===== src/rtl/ps2_pkg.sv =====
// Shared types and constants for the PS/2 scan-code receiver.
package ps2_pkg;

    typedef enum logic [1:0] {
        IDLE,
        DATA,
        PARITY,
        STOP
    } ps2_state_e;

    localparam logic [7:0] PS2_EXT_PREFIX = 8'hE0;
    localparam logic [7:0] PS2_BRK_PREFIX = 8'hF0;
    localparam int         PS2_DATA_BITS  = 8;

    // PS/2 uses odd parity: data ones plus the parity bit must be odd.
    function automatic logic odd_parity_ok(input logic [7:0] data, input logic par);
        return ^{data, par};
    endfunction

endpackage


===== src/rtl/ps2_sync_edge.sv =====
// Synchronizes the raw PS/2 pins and produces a one-cycle ps2_clk falling-edge strobe.
// Optional clock glitch filter is enabled with `define PS2_GLITCH_FILTER_EN.
module ps2_sync_edge (
    input  logic i_clk,
    input  logic i_rst,
    input  logic i_ps2_clk,
    input  logic i_ps2_data,
    output logic o_fe,
    output logic o_data
);

    logic [1:0] r_clk_sync;
    logic [1:0] r_data_sync;
    logic       r_clk_prev;
    logic       w_clk_cur;

    // Reset to the idle-high bus level so leaving reset never fakes an edge.
    always_ff @(posedge i_clk) begin
        if (i_rst) begin
            r_clk_sync  <= 2'b11;
            r_data_sync <= 2'b11;
        end else begin
            r_clk_sync  <= {r_clk_sync[0], i_ps2_clk};
            r_data_sync <= {r_data_sync[0], i_ps2_data};
        end
    end

`ifdef PS2_GLITCH_FILTER_EN
    logic [2:0] r_filt_sh;
    logic       r_clk_filt;
    logic [3:0] w_win;

    assign w_win = {r_filt_sh, r_clk_sync[1]};

    // Filtered clock moves only when four consecutive samples agree.
    always_ff @(posedge i_clk) begin
        if (i_rst) begin
            r_filt_sh  <= 3'b111;
            r_clk_filt <= 1'b1;
        end else begin
            r_filt_sh <= w_win[2:0];
            if (&w_win)
                r_clk_filt <= 1'b1;
            else if (~|w_win)
                r_clk_filt <= 1'b0;
        end
    end

    assign w_clk_cur = r_clk_filt;
`else
    assign w_clk_cur = r_clk_sync[1];
`endif

    always_ff @(posedge i_clk) begin
        if (i_rst)
            r_clk_prev <= 1'b1;
        else
            r_clk_prev <= w_clk_cur;
    end

    assign o_fe   = r_clk_prev & ~w_clk_cur;
    assign o_data = r_data_sync[1];

endmodule


===== src/rtl/ps2_scan_rx.sv =====
// PS/2 keyboard frame receiver: frame FSM, inter-edge timeout and E0/F0 prefix decoder.
// Build with `define PS2_GLITCH_FILTER_EN to insert the ps2_clk glitch filter.
module ps2_scan_rx
    import ps2_pkg::*;
#(
    parameter int TIMEOUT_CYCLES = 50000
) (
    input  logic       clk,
    input  logic       rst,
    input  logic       ps2_clk,
    input  logic       ps2_data,
    output logic [7:0] code,
    output logic       is_break,
    output logic       is_ext,
    output logic       code_valid,
    output logic       frame_err
);

    localparam int TO_W = $clog2(TIMEOUT_CYCLES + 1);

    ps2_state_e r_state, w_state_nxt;
    logic [2:0]      r_bit_cnt;
    logic [7:0]      r_shift;
    logic            r_par;
    logic [TO_W-1:0] r_to_cnt;
    logic            r_ext_flag;
    logic            r_brk_flag;

    logic w_fe, w_data, w_good, w_err, w_expire;

    ps2_sync_edge u_sync (
        .i_clk      (clk),
        .i_rst      (rst),
        .i_ps2_clk  (ps2_clk),
        .i_ps2_data (ps2_data),
        .o_fe       (w_fe),
        .o_data     (w_data)
    );

    assign w_expire = (r_state != IDLE) && (r_to_cnt == TO_W'(TIMEOUT_CYCLES));

    // A falling edge takes priority over an expiring timeout in the same cycle.
    always_comb begin
        w_state_nxt = r_state;
        w_good      = 1'b0;
        w_err       = 1'b0;
        if (w_fe) begin
            case (r_state)
                IDLE:   if (w_data) w_err = 1'b1;
                        else        w_state_nxt = DATA;
                DATA:   if (r_bit_cnt == 3'(PS2_DATA_BITS - 1)) w_state_nxt = PARITY;
                PARITY: w_state_nxt = STOP;
                STOP: begin
                    w_state_nxt = IDLE;
                    if (w_data && odd_parity_ok(r_shift, r_par)) w_good = 1'b1;
                    else                                         w_err  = 1'b1;
                end
                default: w_state_nxt = IDLE;
            endcase
        end else if (w_expire) begin
            w_state_nxt = IDLE;
            w_err       = 1'b1;
        end
    end

    always_ff @(posedge clk) begin
        if (rst) begin
            r_state    <= IDLE;
            r_bit_cnt  <= '0;
            r_shift    <= '0;
            r_par      <= 1'b0;
            r_to_cnt   <= '0;
            r_ext_flag <= 1'b0;
            r_brk_flag <= 1'b0;
            code       <= 8'h00;
            is_break   <= 1'b0;
            is_ext     <= 1'b0;
            code_valid <= 1'b0;
            frame_err  <= 1'b0;
        end else begin
            r_state    <= w_state_nxt;
            code_valid <= 1'b0;
            frame_err  <= w_err;

            if (w_fe || w_state_nxt == IDLE)
                r_to_cnt <= '0;
            else
                r_to_cnt <= r_to_cnt + 1'b1;

            if (w_fe && r_state == IDLE)
                r_bit_cnt <= '0;
            if (w_fe && r_state == DATA) begin
                r_shift   <= {w_data, r_shift[7:1]};
                r_bit_cnt <= r_bit_cnt + 3'd1;
            end
            if (w_fe && r_state == PARITY)
                r_par <= w_data;

            // Bad start bits leave pending prefixes alone; broken frames drop them.
            if (w_err && r_state != IDLE) begin
                r_ext_flag <= 1'b0;
                r_brk_flag <= 1'b0;
            end

            if (w_good) begin
                if (r_shift == PS2_EXT_PREFIX) begin
                    r_ext_flag <= 1'b1;
                end else if (r_shift == PS2_BRK_PREFIX) begin
                    r_brk_flag <= 1'b1;
                end else begin
                    code       <= r_shift;
                    is_ext     <= r_ext_flag;
                    is_break   <= r_brk_flag;
                    code_valid <= 1'b1;
                    r_ext_flag <= 1'b0;
                    r_brk_flag <= 1'b0;
                end
            end
        end
    end

endmodule


===== config.mk =====
export PLATFORM = sky130hd
export DESIGN_NAME = ps2_scan_rx
export DESIGN_NICKNAME = d
export VERILOG_FILES = /design/src/rtl/ps2_pkg.sv /design/src/rtl/ps2_sync_edge.sv /design/src/rtl/ps2_scan_rx.sv
export SDC_FILE = /design/constraint.sdc
export NUM_CORES = 1
export LEC_CHECK = 0
export CORE_AREA = 5 5 71 73
export CTS_CLUSTER_DIAMETER = 80
export DETAILED_ROUTE_END_ITERATION = 10
export DIE_AREA = 0 0 76 78
export HOLD_SLACK_MARGIN = 0.1
export PLACE_DENSITY = 0.74
export RECOVER_POWER = 50
export SYNTH_ARGS = -nofsm -noshare
export SYNTH_HDL_FRONTEND = slang
export SYNTH_SLANG_ARGS = --single-unit

===== constraint.sdc =====
create_clock -name clk -period 1.85 [get_ports clk]
set_input_delay 0.185 -clock clk [delete_from_list [all_inputs] [get_ports clk]]
set_output_delay 0.185 -clock clk [all_outputs]
set_load 0.02 [all_outputs]

Word-level counts from Yosys, hierarchy flattened
Index checks and enable logic that the tools add are counted.
{"block": "totals", "inputBits": 4, "output_inout_bits": 12, "register_bits": 49, "word_cells": 68}
{"block": "op_classes", "muxes": 24, "add_sub_neg": 2, "eq_ne": 7, "bitwise": 5, "n_reduce_logical": 15}
{"cell": "$add 16x1->16 const B", "count": 1}
{"cell": "$eq 16x16->1 const B", "count": 1}
{"cell": "$eq 8x8->1 const B", "count": 2}
{"cell": "$mux 1", "count": 16}
{"cell": "$reduce_xor 9->1", "count": 1}
{"cell": "$mux 2", "count": 4}
{"cell": "$pmux 2 s4", "count": 1}
{"cell": "$logic_and 1x1->1", "count": 6}
{"cell": "$mux 3", "count": 2}
{"cell": "$eq 2x2->1 const B", "count": 2}
{"cell": "$logic_not 2->1", "count": 2}
{"cell": "$not 1->1", "count": 4}
{"cell": "$reduce_bool 2->1", "count": 2}
{"cell": "$add 3x1->3 const B", "count": 1}
{"cell": "$eq 3x3->1 const B", "count": 1}
{"cell": "$reduce_and 3->1", "count": 1}
{"cell": "$reduce_or 3->1", "count": 1}
{"cell": "$eq 2x1->1 const B", "count": 1}
{"cell": "$pmux 1 s2", "count": 1}
{"cell": "$reduce_or 2->1", "count": 1}
{"cell": "$and 1x1->1", "count": 1}
{"cell": "$logic_or 1x1->1", "count": 1}

Logic depth before layout (Yosys ltp)
{"block": "depth", "ltp_word": 10, "ltp_mapped": 9, "mapped_depth_nobuf": 7}

Modules after synthesis
A second synthesis with hierarchy kept.
{"block": "hier_totals", "cells_unflattened": 259, "hier_area_um2": 2209.6}
{"mod": "ps2_scan_rx", "n_inst": 1, "area_per_inst_um2": 2072.0, "seq_area_each_um2": 880.8, "cells_each": 248}
{"mod": "ps2_sync_edge", "n_inst": 1, "area_per_inst_um2": 137.6, "seq_area_each_um2": 100.1, "cells_each": 11}

Worst setup path after synthesis
No wires, ideal clock.
{"block": "synth_timing", "kind": "register to register", "from": "register r_state[0]", "to": "register r_to_cnt[10]", "setup_ns": 0.117, "required_time_ns": 1.733, "path_slack_ns": 0.031, "n_path_buf": 2, "synth_period_minus_slack_ns": 1.819, "path_stages_with_launch": 10, "t_arrival_ns": 1.702, "path_cell_list": "dfxtp_1 > inv_1 > ha_1 > nor4bb_1 > nand3_1 > nor2_1 > or3_1 > buf_2 > buf_2 > nor2_1"}
{"block": "synth_via", "elab_chain_cells": 7, "elab_cells_between_ends": 14, "classes_between": "3 x eq/ne; 5 x mux; 6 x reduce/logical"}
{"item": "start, declared", "line_no": "ps2_scan_rx.sv:21", "rtl": "ps2_state_e r_state, w_state_nxt;"}
{"item": "start signal, assigned", "line_no": "ps2_scan_rx.sv:81", "rtl": "r_state <= w_state_nxt;"}
{"item": "parallel branches: the longest is 3 deep, another holds $pmux 2 s4"}
{"item": "$mux 2 *", "line_no": "ps2_scan_rx.sv:47", "rtl": "if (w_fe) begin"}
{"item": "$logic_not 2->1 *", "line_no": "ps2_scan_rx.sv:85", "rtl": "if (w_fe || w_state_nxt == IDLE)"}
{"item": "$logic_or 1x1->1 *", "line_no": "ps2_scan_rx.sv:85"}
{"item": "$reduce_or 2->1 (no source line) *"}
{"item": "end signal, assigned", "line_no": "ps2_scan_rx.sv:88", "rtl": "r_to_cnt <= r_to_cnt + 1'b1;"}
{"item": "end, declared", "line_no": "ps2_scan_rx.sv:25", "rtl": "logic [TO_W-1:0] r_to_cnt;"}
Mark *: on every way between the ends.
A chain may end at the register's enable or synchronous reset.

Worst setup path after layout
{"block": "layout_timing", "from": "register r_shift[2]", "to": "register code[5]"}
{"block": "layout_via", "elab_chain_cells": 6, "elab_cells_between_ends": 10, "classes_between": "2 x eq/ne; 3 x mux; 2 x bitwise; 3 x reduce/logical"}
{"item": "start, declared", "line_no": "ps2_scan_rx.sv:23", "rtl": "logic [7:0] r_shift;"}
{"item": "start signal, assigned", "line_no": "ps2_scan_rx.sv:93", "rtl": "r_shift <= {w_data, r_shift[7:1]};"}
{"item": "$reduce_xor 9->1", "line_no": "ps2_pkg.sv:17", "rtl": "return ^{data, par};"}
{"item": "$logic_and 1x1->1", "line_no": "ps2_scan_rx.sv:55", "rtl": "if (w_data && odd_parity_ok(r_shift, r_par)) w_good = 1'b1;"}
{"item": "$mux 1", "line_no": "ps2_scan_rx.sv:55"}
{"item": "$mux 1", "line_no": "ps2_scan_rx.sv:48", "rtl": "case (r_state)"}
{"item": "$mux 1", "line_no": "ps2_scan_rx.sv:47"}
{"item": "$reduce_and 3->1 (no source line) *"}
{"item": "end signal, assigned", "line_no": "ps2_scan_rx.sv:111", "rtl": "code <= r_shift;"}
{"item": "end, declared", "line_no": "ps2_scan_rx.sv:12", "rtl": "output logic [7:0] code,"}
Every way passes the cells marked *; elsewhere a longest branch is shown, timed or not.

==> summary.txt <==
Adder-Cell Fraction of Synth Area -> 0.0524
Row count -> 24
Post-synthesis compound-gate area fraction -> 0.111
Placed cell area -> 2450 µm²
EDFF count, synth -> 0
Chip Height -> 78 µm
Die area -> 5930 µm²
Crit path DAT -> 2.04 ns
Fin area -> 2580 µm²
Async SR Flop Fraction -> 0
Largest family of logic cells by synthesized area -> simple AND/OR/NAND/NOR gates
Post-Syn Instances -> 233
Yosys warns -> 0
Crit path required time -> 2.04 ns
CTS buffer count -> 5
Vias per cell -> 5.29
FF-to-FF setup slack -> 0.001 ns
Slew headroom -> 0.660
Final Max Tran Viols -> 0
Worst-path cell chain -> xnor2_2 > xnor3_2 > xor2_1 > a31oi_1 > buf_4 > a22o_1
Final Hold Violating Endpoints -> 0
Final Net Count -> 278
Reg clk slew, reported paths -> 0.08 ns
Prevailing post-synth register cell -> dfxtp_1
Worst Setup End Kind -> register
Boundary Pins -> 16
MaxCap Viol Count -> 0
Cts hold-fix bufs -> 0
ANT nets after route -> 0
Capturing point of the worst reg2reg path -> code[5]
Skew-Pair Late Insertion Delay -> 0.29 ns
Starting DRT DRC Count -> 62
Worst r2r path cells -> 6
Gpl congestion -> 0.813
PwrDens -> 659 nW/µm²
Die Width -> 76 µm
Starting Density -> 0.500
First-pass GRT wire length -> 6980 µm
Total power -> 0.00170 W
Seq cells post-synth -> 49
Initial antenna violation count -> 0
Synth Cell Area -> 2150 µm²
Max Buffers Root-to-Sink -> 2
H-tree Lvls -> 2
Port Buffer Count -> 15
RSZ-0062 raised after global routing -> yes
DR DRC count -> 0
Commonest non-fill, non-tap cell in the layout -> dfxtp_1
Critical path peak fanout -> 11
GRT Util Overall -> 0.139
Vias -> 1,683
DRT Pass-1 Iters -> 4
Largest net degree at the start of global routing -> 17
Least-Margin Pin Slew -> 0.506 ns
Hold Path Class -> reg2reg
Peak VDD IR -> 0.000401 V
Clock sinks -> 49
Clk_skew -> 0.00260 ns
Simple-gate portion of the synthesized area -> 0.231
RR Startpoint -> r_shift[2]
Startpoint types -> register
Syn Area/Cell -> 9.22 µm²
Setup crit start -> r_shift[2]
Setup violators final -> 0
CP max-delay cell -> xnor3_2
Diodes inserted -> 0
Status -> finished, final reports clean
Final period util -> 0.999
Critical Path End -> code[5]
Vias in the first global route -> 1,551
Multiplexer share of the synthesized area -> 0.00932
Fmax -> 541 MHz
Core area -> 4290 µm²
Average wire per standard cell -> 12.6 µm
Post-synthesis net count -> 246
HPWL after DPL -> 2890 µm
Hold Crit Depth -> 1
Share of cells above drive strength 1 -> 0.124
Tmin final -> 1.85 ns
CTS tree -> built
Final Routed Wirelength -> 4010 µm
Leakage -> 0.959 nW
Clock root cell -> clkbuf_8
Post-Synth XOR/XNOR Area -> 0.104
Worst hold slack -> 0.409 ns
Congestion Overflow GR -> 0
Synth-to-Final Area Change -> 20.0%
Yosys cell types -> 39
Sequential-to-total area share from yosys stat -> 0.457
Worst setup path class -> reg2reg
Crit-path max cell delay -> 0.50 ns
Commonest non-fill, non-tap cells in the layout -> dfxtp_1, nor2_1, nand2_1
==> cell usage after synthesis, types with 2 or more instances <==
library cell / instances / share of area
dfxtp_1: 49 / 0.46
nor2_1: 27 / 0.047
nand2_1: 23 / 0.040
a21oi_1: 15 / 0.035
inv_1: 11 / 0.019
xnor2_1: 10 / 0.041
a22o_1: 9 / 0.037
ha_1: 9 / 0.052
nand3_1: 9 / 0.021
xor2_1: 9 / 0.037
nor3_1: 7 / 0.016
clkbuf_1: 5 / 0.0087
or2_1: 5 / 0.015
nand4_1: 4 / 0.012
and4_1: 3 / 0.012
nor4_1: 3 / 0.0087
o21ai_0: 3 / 0.0070
a22oi_1: 2 / 0.0070
and2_1: 2 / 0.0058
buf_2: 2 / 0.0047
mux2i_1: 2 / 0.0093
nand2b_1: 2 / 0.0058
nor2b_1: 2 / 0.0058
nor4bb_1: 2 / 0.0093
o221a_1: 2 / 0.010
or3_1: 2 / 0.0058
xnor2_2: 2 / 0.015
==> critical path, delay by kind of cell (launching register included) <==
| kind | cells | cell delay (ns) |
|---|---|---|
| xor gates and xnor gates | 3 | 0.86 |
| DFF | 1 | 0.34 |
| AOI/OAI and AO/OA | 2 | 0.34 |
| buffers and inverters | 1 | 0.19 |
==> cell type report <==
class                   instances  area (µm²)
multi-input cells             165        1110
well taps                      52        65.1
repair buffers                 33         298
fillers                       393        1720
inverters                      11        41.3
flip-flops and latches         49         983
clock buffers                   8        80.1
==> worst min path at each step <==
stage                                     start                     to
after floorplan                         ps2_clk   u_sync.r_clk_sync[0]
after global placement    u_sync.r_data_sync[0]  u_sync.r_data_sync[1]
after detailed placement  u_sync.r_data_sync[0]  u_sync.r_data_sync[1]
after CTS                 u_sync.r_data_sync[0]  u_sync.r_data_sync[1]
after global routing       u_sync.r_clk_sync[0]   u_sync.r_clk_sync[1]
final                     u_sync.r_data_sync[0]  u_sync.r_data_sync[1]
==> cells by family after synthesis <==
kind of cell / count (synthesis)
adder cells (fa/ha/maj): 9
XOR/XNOR: 22
multiplexers: 2
flip-flops: 49
buffers and inverters: 19
AO/OA/AOI/OAI: 35
AND/OR/NAND/NOR: 97
==> registers in the layout, summed over array words and instances, names as in the netlist, 2 cells and up <==
signal / cells
r_to_cnt: 16
r_shift: 8
r_state: 2
r_bit_cnt: 3
code: 8
u_sync.r_clk_sync: 2
u_sync.r_data_sync: 2
==> routing by layer <==
layer	GRT usage	part of all wire
met4	0.0374	0.0090
met1	0.185	0.51
met5	0	0
met2	0.222	0.44
met3	0.0394	0.042
==> what timing repair did <==
item | 4_1_cts | 5_1_grt
gates resized for setup | 1 | 5
buffers inserted | 1 | 2
setup endpoints to repair | 12 | 28
hold endpoints to repair | 0 | 0
pin swaps | 1 | 1
==> per-stage QoR <==
step / std cells / utilization / setup WS [ns] / setup TNS (ns)
after floorplan: 233 / - / 0.0306 / 0
after global placement: 307 / 0.571 / 0.0381 / 0
after detailed placement: 307 / 0.571 / -0.00576 / -0.00578
after CTS: 316 / 0.592 / -0.00445 / -0.00445
after global routing: 318 / 0.601 / -0.103 / -1.25
final: 318 / 0.601 / 0.00107 / 0
==> power by group <==
part           internal, W  switching (W)   total, W
combinational    0.0000198      0.0000244  0.0000442
clock             0.000269       0.000322   0.000591
sequential         0.00106     0.00000392    0.00106
Power figures use the tool's default switching activity.
